`config.mk`:
```
export PLATFORM = sky130hd
export DESIGN_NAME = uart_rx
export DESIGN_NICKNAME = d
export VERILOG_FILES = /design/src/rtl/uart_pkg.sv /design/src/rtl/uart_rx_sync.sv /design/src/rtl/uart_rx.sv
export SDC_FILE = /design/constraint.sdc
export NUM_CORES = 1
export LEC_CHECK = 0
export BUFFER_PORTS_ARGS = -buffer_cell sky130_fd_sc_hd__buf_2
export CELL_PAD_IN_SITES_DETAIL_PLACEMENT = 1
export CELL_PAD_IN_SITES_GLOBAL_PLACEMENT = 2
export CORE_MARGIN = 4
export CORE_UTILIZATION = 38
export DETAILED_ROUTE_END_ITERATION = 10
export PLACE_DENSITY_LB_ADDON = 0.12
export SYNTH_ARGS = -nofsm -noshare
export SYNTH_HDL_FRONTEND = slang
export SYNTH_HIERARCHICAL = 1
export SYNTH_SLANG_ARGS = --single-unit
```
`constraint.sdc`:
```
create_clock -name clk -period 2.4 [get_ports clk]
set_input_delay 0.12 -clock clk [delete_from_list [all_inputs] [get_ports clk]]
set_output_delay 0.12 -clock clk [all_outputs]
set_load 0.005 [all_outputs]
```
`src/rtl/uart_pkg.sv`:
```
// uart_pkg: shared UART receiver state type and oversampling constants
package uart_pkg;
  typedef enum logic [1:0] {IDLE, START, DATA, STOP} rx_state_t;
  localparam int OVERSAMPLE = 16;
  localparam logic [3:0] SAMPLE_LO = 4'd7;
  localparam logic [3:0] SAMPLE_MID = 4'd8;
  localparam logic [3:0] SAMPLE_HI = 4'd9;
  localparam logic [3:0] BIT_END = 4'd15;
endpackage

```
`src/rtl/uart_rx_sync.sv`:
```
// uart_rx_sync: flop-chain synchroniser for the asynchronous rx line, idles high
module uart_rx_sync #(
  parameter int SYNC_STAGES = 2
) (
  input  logic clk,
  input  logic rst,
  input  logic d,
  output logic q
);
  logic [SYNC_STAGES-1:0] ff;
  // shift the raw line through the chain; reset to the idle level so no false start
  always_ff @(posedge clk)
    ff <= rst ? '1 : {ff[SYNC_STAGES-2:0], d};
  assign q = ff[SYNC_STAGES-1];
endmodule

```
`src/rtl/uart_rx.sv`:
```
// uart_rx: 16x-oversampled 8N1 receiver with majority vote and valid/ready holding register
module uart_rx
  import uart_pkg::*;
#(
  parameter int DATA_BITS = 8,
  parameter int SYNC_STAGES = 2
) (
  input  logic       clk,
  input  logic       rst,
  input  logic       tick_16x,
  input  logic       rx,
  output logic [7:0] rx_data,
  output logic       rx_valid,
  input  logic       rx_ready,
  output logic       rx_busy,
  output logic       frame_err,
  output logic       overrun_err
);
  rx_state_t state, state_n;
  logic [3:0] tick_cnt, cnt_n;
  logic [2:0] bit_idx, idx_n;
  logic [7:0] shreg, sh_n, data_n;
  logic [1:0] votes, vote_n, vsum;
  logic valid_n, ferr_n, oerr_n, rx_s, maj, win, last;
  uart_rx_sync #(.SYNC_STAGES(SYNC_STAGES)) u_sync (
    .clk(clk),
    .rst(rst),
    .d(rx),
    .q(rx_s)
  );
  assign vsum = votes + {1'b0, rx_s};
  assign maj = vsum[1];
  assign win = tick_cnt >= SAMPLE_LO && tick_cnt <= SAMPLE_HI;
  assign last = bit_idx == 3'(DATA_BITS - 1);
  assign rx_busy = state != IDLE;
  // next-state, vote/shift datapath and holding-register update
  always_comb begin
    state_n = state;
    cnt_n = tick_cnt;
    idx_n = bit_idx;
    sh_n = shreg;
    vote_n = votes;
    data_n = rx_data;
    valid_n = rx_valid & ~rx_ready;
    ferr_n = 1'b0;
    oerr_n = 1'b0;
    if (tick_16x) begin
      cnt_n = tick_cnt + 4'd1;
      vote_n = win ? vsum : votes;
      unique case (state)
        IDLE: begin
          vote_n = '0;
          cnt_n = rx_s ? 4'd0 : 4'd1;
          state_n = rx_s ? IDLE : START;
        end
        START: begin
          if (tick_cnt == SAMPLE_HI && maj) begin
            state_n = IDLE;
            cnt_n = '0;
          end else if (tick_cnt == BIT_END) begin
            state_n = DATA;
            idx_n = '0;
            vote_n = '0;
          end
        end
        DATA: begin
          if (tick_cnt == SAMPLE_HI) sh_n = {maj, shreg[7:1]};
          if (tick_cnt == BIT_END) begin
            vote_n = '0;
            idx_n = bit_idx + 3'd1;
            state_n = last ? STOP : DATA;
          end
        end
        STOP: begin
          if (tick_cnt == SAMPLE_HI) begin
            state_n = IDLE;
            cnt_n = '0;
            if (!maj) ferr_n = 1'b1;
            else if (!rx_valid || rx_ready) begin
              data_n = shreg >> (8 - DATA_BITS);
              valid_n = 1'b1;
            end else oerr_n = 1'b1;
          end
        end
        default: state_n = IDLE;
      endcase
    end
  end
  // state and output registers; reset aborts any frame in flight
  always_ff @(posedge clk)
    if (rst) begin
      state <= IDLE;
      tick_cnt <= '0;
      bit_idx <= '0;
      shreg <= '0;
      votes <= '0;
      rx_data <= '0;
      rx_valid <= 1'b0;
      frame_err <= 1'b0;
      overrun_err <= 1'b0;
    end else begin
      state <= state_n;
      tick_cnt <= cnt_n;
      bit_idx <= idx_n;
      shreg <= sh_n;
      votes <= vote_n;
      rx_data <= data_n;
      rx_valid <= valid_n;
      frame_err <= ferr_n;
      overrun_err <= oerr_n;
    end
endmodule

```
==> impl_metrics.json, run 1 <==
{
  "status": "finished, final reports clean",
  "tightest_slew_ns": 0.518,
  "fin_tns_setup_ns": 0,
  "clock_skew_ns": 0.00631,
  "hold_buffers": 0,
  "rrSetupSlack_ns": 0.51,
  "crit_path_start_kind": "flop",
  "ctsResizeCount": 0,
  "clk_pin_slew_ns": 0.07,
  "clock_sinks": 32,
  "grt-ovfl-total": 0,
  "n_antenna_cell": 0,
  "layout-drive-gt1-share_pct": 17.4,
  "postCtsSetupRepairBufs": 0,
  "whs_ns": 0.0168,
  "synthesis.nets": 166,
  "die_area_um2": 4830,
  "netlist_instances": 155,
  "netlist_area_um2": 1440,
  "hold_class": "in2reg",
  "io_pins": 17,
  "synth-simple-area-share_pct": 23.2,
  "synth_warnings": 6,
  "grt_first_pass_wirelength_um": 4940,
  "cp-end-kind": "flop",
  "die_height_um": 69.5,
  "finalCritPeriodShare_pct": 78.7,
  "synth_top_family_by_area": "simple AND/OR/NAND/NOR gates",
  "hold_viol_final": 0,
  "synthXorXnorAreaFrac_pct": 1.74,
  "yosys.cell_types.count": 36,
  "rsz0062_at_grt": "false",
  "setup_violations": 0,
  "postRouteAntennaNets": 0,
  "wl_per_cell_um": 13.7,
  "post_drt_via_cell_ratio": 5.17,
  "numCtsBuffers": 5,
  "timing.slew.headroom_pct": 65.4,
  "synth-seq-cells": 32,
  "power_mw": 1.08,
  "antenna_found_initial": 0,
  "yosysSeqAreaShare_pct": 44.6,
  "fmax_mhz": 529,
  "cellPowerDensity_nw_per_um2": 656,
  "insertion_delay_ns": 0.28,
  "firstDrtPassIters": 4,
  "place_area_um2": 1540,
  "wl_um": 3000,
  "synth_compound_area_share_pct": 10.2,
  "cts-htree-levels": 2,
  "grt_pass1_vias": 1062,
  "dpl.hpwl_um": 2190,
  "vias": 1137,
  "critPathMaxFanout": 8,
  "synthMuxAreaShare_pct": 11.1,
  "track_usage_pct": 12.8,
  "syn_avg_cell_area_um2": 9.28,
  "final_common_cell": "dfxtp_1",
  "setup.worst_path.class": "reg2reg",
  "fin_area_um2": 1650,
  "initial_utilization_pct": 39.3,
  "synthAdderAreaFrac_pct": 5.22,
  "final.min_clock_period_ns": 1.89,
  "die_w_um": 69.5,
  "core_area_um2": 3660,
  "grt_max_degree": 31,
  "max_cap_violations": 0,
  "p_leak_nw": 0.641,
  "drv_slew": 0,
  "final_nets": 182,
  "irDropWorstVdd_mv": 0.338,
  "critical_path_arrival_ns": 2.04,
  "port_buffers": 16,
  "cts_buffer_depth": 2,
  "rows": 22,
  "final_cell_mix": "dfxtp_1 (32), nor2_1 (22), mux2i_1 (16), buf_2 (16), nand2_1 (13)",
  "drcViolationCount": 0,
  "cts_tree": "built",
  "first_iter_violations": 59,
  "nFillCells": 449,
  "required_ns": 2.55,
  "gp_congestion": 0.736,
  "syn2layout_area_growth_pct": 14.9,
  "ctsRootBufferMaster": "clkbuf_8"
}
## synthesized netlist by cell type
cell type,n,share of area (%)
dfxtp_1,32,45
nor2_1,22,5.7
mux2i_1,16,11
nand2_1,13,3.4
a21oi_1,10,3.5
ha_1,6,5.2
inv_1,4,1.0
nand2b_1,4,1.7
nand3_1,4,1.4
nor3_1,4,1.4
buf_2,3,1.0
clkbuf_1,3,0.78
o21ai_0,3,1.0
o22ai_1,3,1.3
a22oi_1,2,1.0
nand4_1,2,0.87
nor2b_1,2,0.87
nor4_1,2,0.87
o211ai_1,2,1.0
or2_1,2,0.87
a311o_1,1,0.70
a31oi_1,1,0.44
and3b_2,1,0.70
and4_2,1,0.70
and4bb_1,1,0.87
buf_1,1,0.26
buf_6,1,0.78
nand3b_1,1,0.52
nand4b_4,1,1.7
nor2_4,1,0.78
o21bai_1,1,0.52
o22a_1,1,0.61
or2_2,1,0.44
or3_1,1,0.44
xor2_1,1,0.61
xor2_2,1,1.1
## layer usage
layer / share of wire [%] / routed length (µm) / vias up / GRT usage, %
met3: 4.7 / 141 / 5 / 5.51
met1: 51 / 1520 / 536 / 17.2
met2: 43 / 1300 / 24 / 18.2
met5: 0 / 0 / - / 0
met4: 1.4 / 43 / 0 / 4.56
li1: - / - / 572 / -
## area by class of cell
| type | instances | area (µm²) | share of cell area, % |
|---|---|---|---|
| clock buffer | 6 | 72.6 | 4.39 |
| tap | 48 | 60.1 | 3.64 |
| clock inverter | 2 | 35.0 | 2.12 |
| inverter | 4 | 15.0 | 0.909 |
| multi-input combinational | 111 | 741 | 44.8 |
| timing repair buffer | 17 | 87.6 | 5.30 |
| sequential | 32 | 641 | 38.8 |
## through the flow
stage	setup slack, ns	util, %	std cells
floorplan	0.877	-	155
global placement	0.572	42.2	212
detailed placement	0.505	42.2	212
CTS	0.483	45.1	220
global route	0.363	45.1	220
finish	0.510	45.1	220
## power by group
part	internal [mW]	total, mW	switching, mW	leakage (nW)
Combinational	0.0127	0.0375	0.0249	0.327
Clock	0.308	0.504	0.197	0.0552
Sequential	0.535	0.542	0.00652	0.258
Total	0.855	1.08	0.228	0.641
## state kept, by name (all words and copies together) (netlist names), named ones only
signal	count
rx_data	8
shreg	8
tick_cnt	4
bit_idx	3
u_sync/ff	2
votes	2
frame_err	1
overrun_err	1
rx_valid	1
state	1
## cells by family after synthesis
logic type                 Yosys count
and+or+nand+nor                     63
DFF                                 32
AOI/OAI and AO/OA                   24
muxes                               16
buffers and inverters               12
adders and majority gates            6
xor gates and xnor gates             2
## critical path: stages, from the launching register on
cell,delay (ns)
dfxtp_1,0.41
ha_1,0.26
nand4b_4,0.15
and4bb_1,0.63
mux2i_1,0.25
nor2_1,0.05
## final timing paths
check                from      endpoint  cells past startpoint
max reg2reg   tick_cnt[0]    rx_data[6]                      5
max           tick_cnt[0]    rx_data[6]                      5
min reg2reg  u_sync/ff[0]  u_sync/ff[1]                      1
min                    rx  u_sync/ff[0]                      2
Note: power is estimated with default switching activity, not from simulation.
==> run 2: changes to the inputs <==
- CORE_UTILIZATION: 38 -> 31
- clock period: 2.4 -> 1.6 ns (I/O delays scaled with it)
==> run 2 against run 1 <==
Against the previous run:
- setup slack worse by 0.43 ns
- flip-flop and latch count stayed put
- core utilization is 3.6 points lower
- die area is 20% higher
- power is 52% higher
- critical endpoint is now rx_data[1]
- largest cell class unchanged
- highest routed layer unchanged
==> impl_metrics.json, run 2 (synthesis gave the netlist of run 1 again) <==
{
  "clock_skew_ns": 0.00252,
  "cts-htree-levels": 2,
  "cp-end-kind": "flop",
  "grt_max_degree": 31,
  "min_to": "overrun_err",
  "post_drt_via_cell_ratio": 4.99,
  "die_w_um": 76.1,
  "r2r_start": "tick_cnt[1]",
  "crit_path_start": "tick_cnt[1]",
  "critical_path_arrival_ns": 1.67,
  "postRouteAntennaNets": 0,
  "nFillCells": 526,
  "cts_tree": "built",
  "rsz0062_at_grt": "false",
  "final.min_clock_period_ns": 1.52,
  "irDropWorstVdd_mv": 0.606,
  "use_met2_pct": 19.3,
  "drcViolationCount": 0,
  "cts_buffer_depth": 2,
  "syn2layout_area_growth_pct": 27.4,
  "gp_congestion": 0.769,
  "p_leak_nw": 0.716,
  "hold_class": "in2reg",
  "timing.slew.headroom_pct": 63.8,
  "first_iter_violations": 29,
  "grt.busiest_layer": "met2",
  "fin_tns_setup_ns": 0,
  "tightest_slew_ns": 0.544,
  "layout-drive-gt1-share_pct": 27.4,
  "final_common_cell": "dfxtp_1",
  "port_buffers": 16,
  "vias": 1188,
  "clock_sinks": 32,
  "final_cell_mix": "dfxtp_1 (28), nor2_1 (22), mux2i_1 (16), buf_2 (16), nand2_1 (13)",
  "antenna_found_initial": 0,
  "whs_ns": 0.126,
  "max_stage_delay_ns": 0.33,
  "grt_first_pass_wirelength_um": 6060,
  "reg2reg_to": "rx_data[1]",
  "rrSetupSlack_ns": 0.08,
  "track_usage_pct": 12.9,
  "critPathMaxFanout": 8,
  "critical_path.top_delay_family": "simple AND/OR/NAND/NOR gates",
  "drv_slew": 0,
  "status": "finished, final reports clean",
  "required_ns": 1.75,
  "firstDrtPassIters": 5,
  "numCtsBuffers": 5,
  "fmax_mhz": 659,
  "cp_num_buf_inv": 2,
  "n_antenna_cell": 0,
  "setup.worst_path.class": "reg2reg",
  "wl_per_cell_um": 14.9,
  "final_nets": 196,
  "die_height_um": 76.1,
  "cp_slowest_cell": "dfxtp_2",
  "cp_cell_sequence": "inv_2, ha_4, nand4b_4, and4bb_1, buf_12, mux2i_1, nor2_1",
  "grt_pass1_vias": 1227,
  "min_from": "rx_ready",
  "hold_viol_final": 0,
  "wl_um": 3540,
  "cellPowerDensity_nw_per_um2": 900,
  "max_cap_violations": 0,
  "die_area_um2": 5790,
  "crit_cells": 7,
  "gr-usage-met3_pct": 4.85,
  "ctsRootBufferMaster": "clkbuf_8",
  "crit_path_start_kind": "flop",
  "dpl.hpwl_um": 2480,
  "reg.largest.list": "rx_data (8), shreg (8), tick_cnt (4)",
  "met1_usage_pct": 16.9,
  "reg2regPathDepth": 7,
  "core_area_um2": 4410,
  "rows": 24,
  "initial_utilization_pct": 32.6,
  "finalCritPeriodShare_pct": 94.9,
  "setup_violations": 0,
  "clk_pin_slew_ns": 0.07,
  "hold_depth": 3,
  "io_pins": 17,
  "grt-ovfl-total": 0,
  "insertion_delay_ns": 0.28
}
==> run 2: layer usage <==
metal	wire, µm	part of all wire [%]
met1	1740	49
met2	1640	46
met3	127	3.6
met4	36	1.0
met5	0	0
==> run 2: timing repair <==
action / 4_1_cts / 5_1_grt
setup endpoints to repair: 6 / 21
resized for setup: 1 / 11
endpoints found under the hold margin: 1 / 0
buffers inserted: 0 / 3
gates cloned: 0 / 0
hold buffers: 1 / 0
pin swaps: 1 / 3
==> run 2: area by class of cell <==
type,count,area [µm²],share of cell area [%]
clock inverters,2,35.0,1.91
flip-flops and latches,32,646,35.2
clock buffers,6,72.6,3.96
multi-input cells,111,778,42.5
repair buffers,31,220,12.0
inverters,4,15.0,0.820
well taps,52,65.1,3.55
==> run 2: worst min-delay path, stage by stage <==
cell and delay (ns):
buf_2 0.08, nand2b_1 0.14, nor3_1 0.07
==> run 2: power by group <==
| part | internal, mW | switching, mW |
|---|---|---|
| logic | 0.0290 | 0.0488 |
| clock network | 0.462 | 0.302 |
| registers | 0.803 | 0.00478 |
==> run 2: worst max-delay path by stage <==
stage / end
3_3_place_gp: rx_data[7]
2_1_floorplan: rx_data[1]
3_5_place_dp: rx_data[1]
5_1_grt: votes[0]
6_report: rx_data[1]
4_1_cts: rx_data[1]
==> run 2: metrics by stage <==
step	area (µm²)	power, mW	setup WS [ns]	util, %	cells
3_5_place_dp	1650	0.896	0.0118	37.4	226
2_1_floorplan	1440	0.869	0.0775	-	155
6_report	1830	1.65	0.0824	41.5	238
5_1_grt	1830	1.72	0.00109	41.5	238
4_1_cts	1770	1.66	0.0146	40.1	235
3_3_place_gp	1650	0.896	0.0618	37.4	226
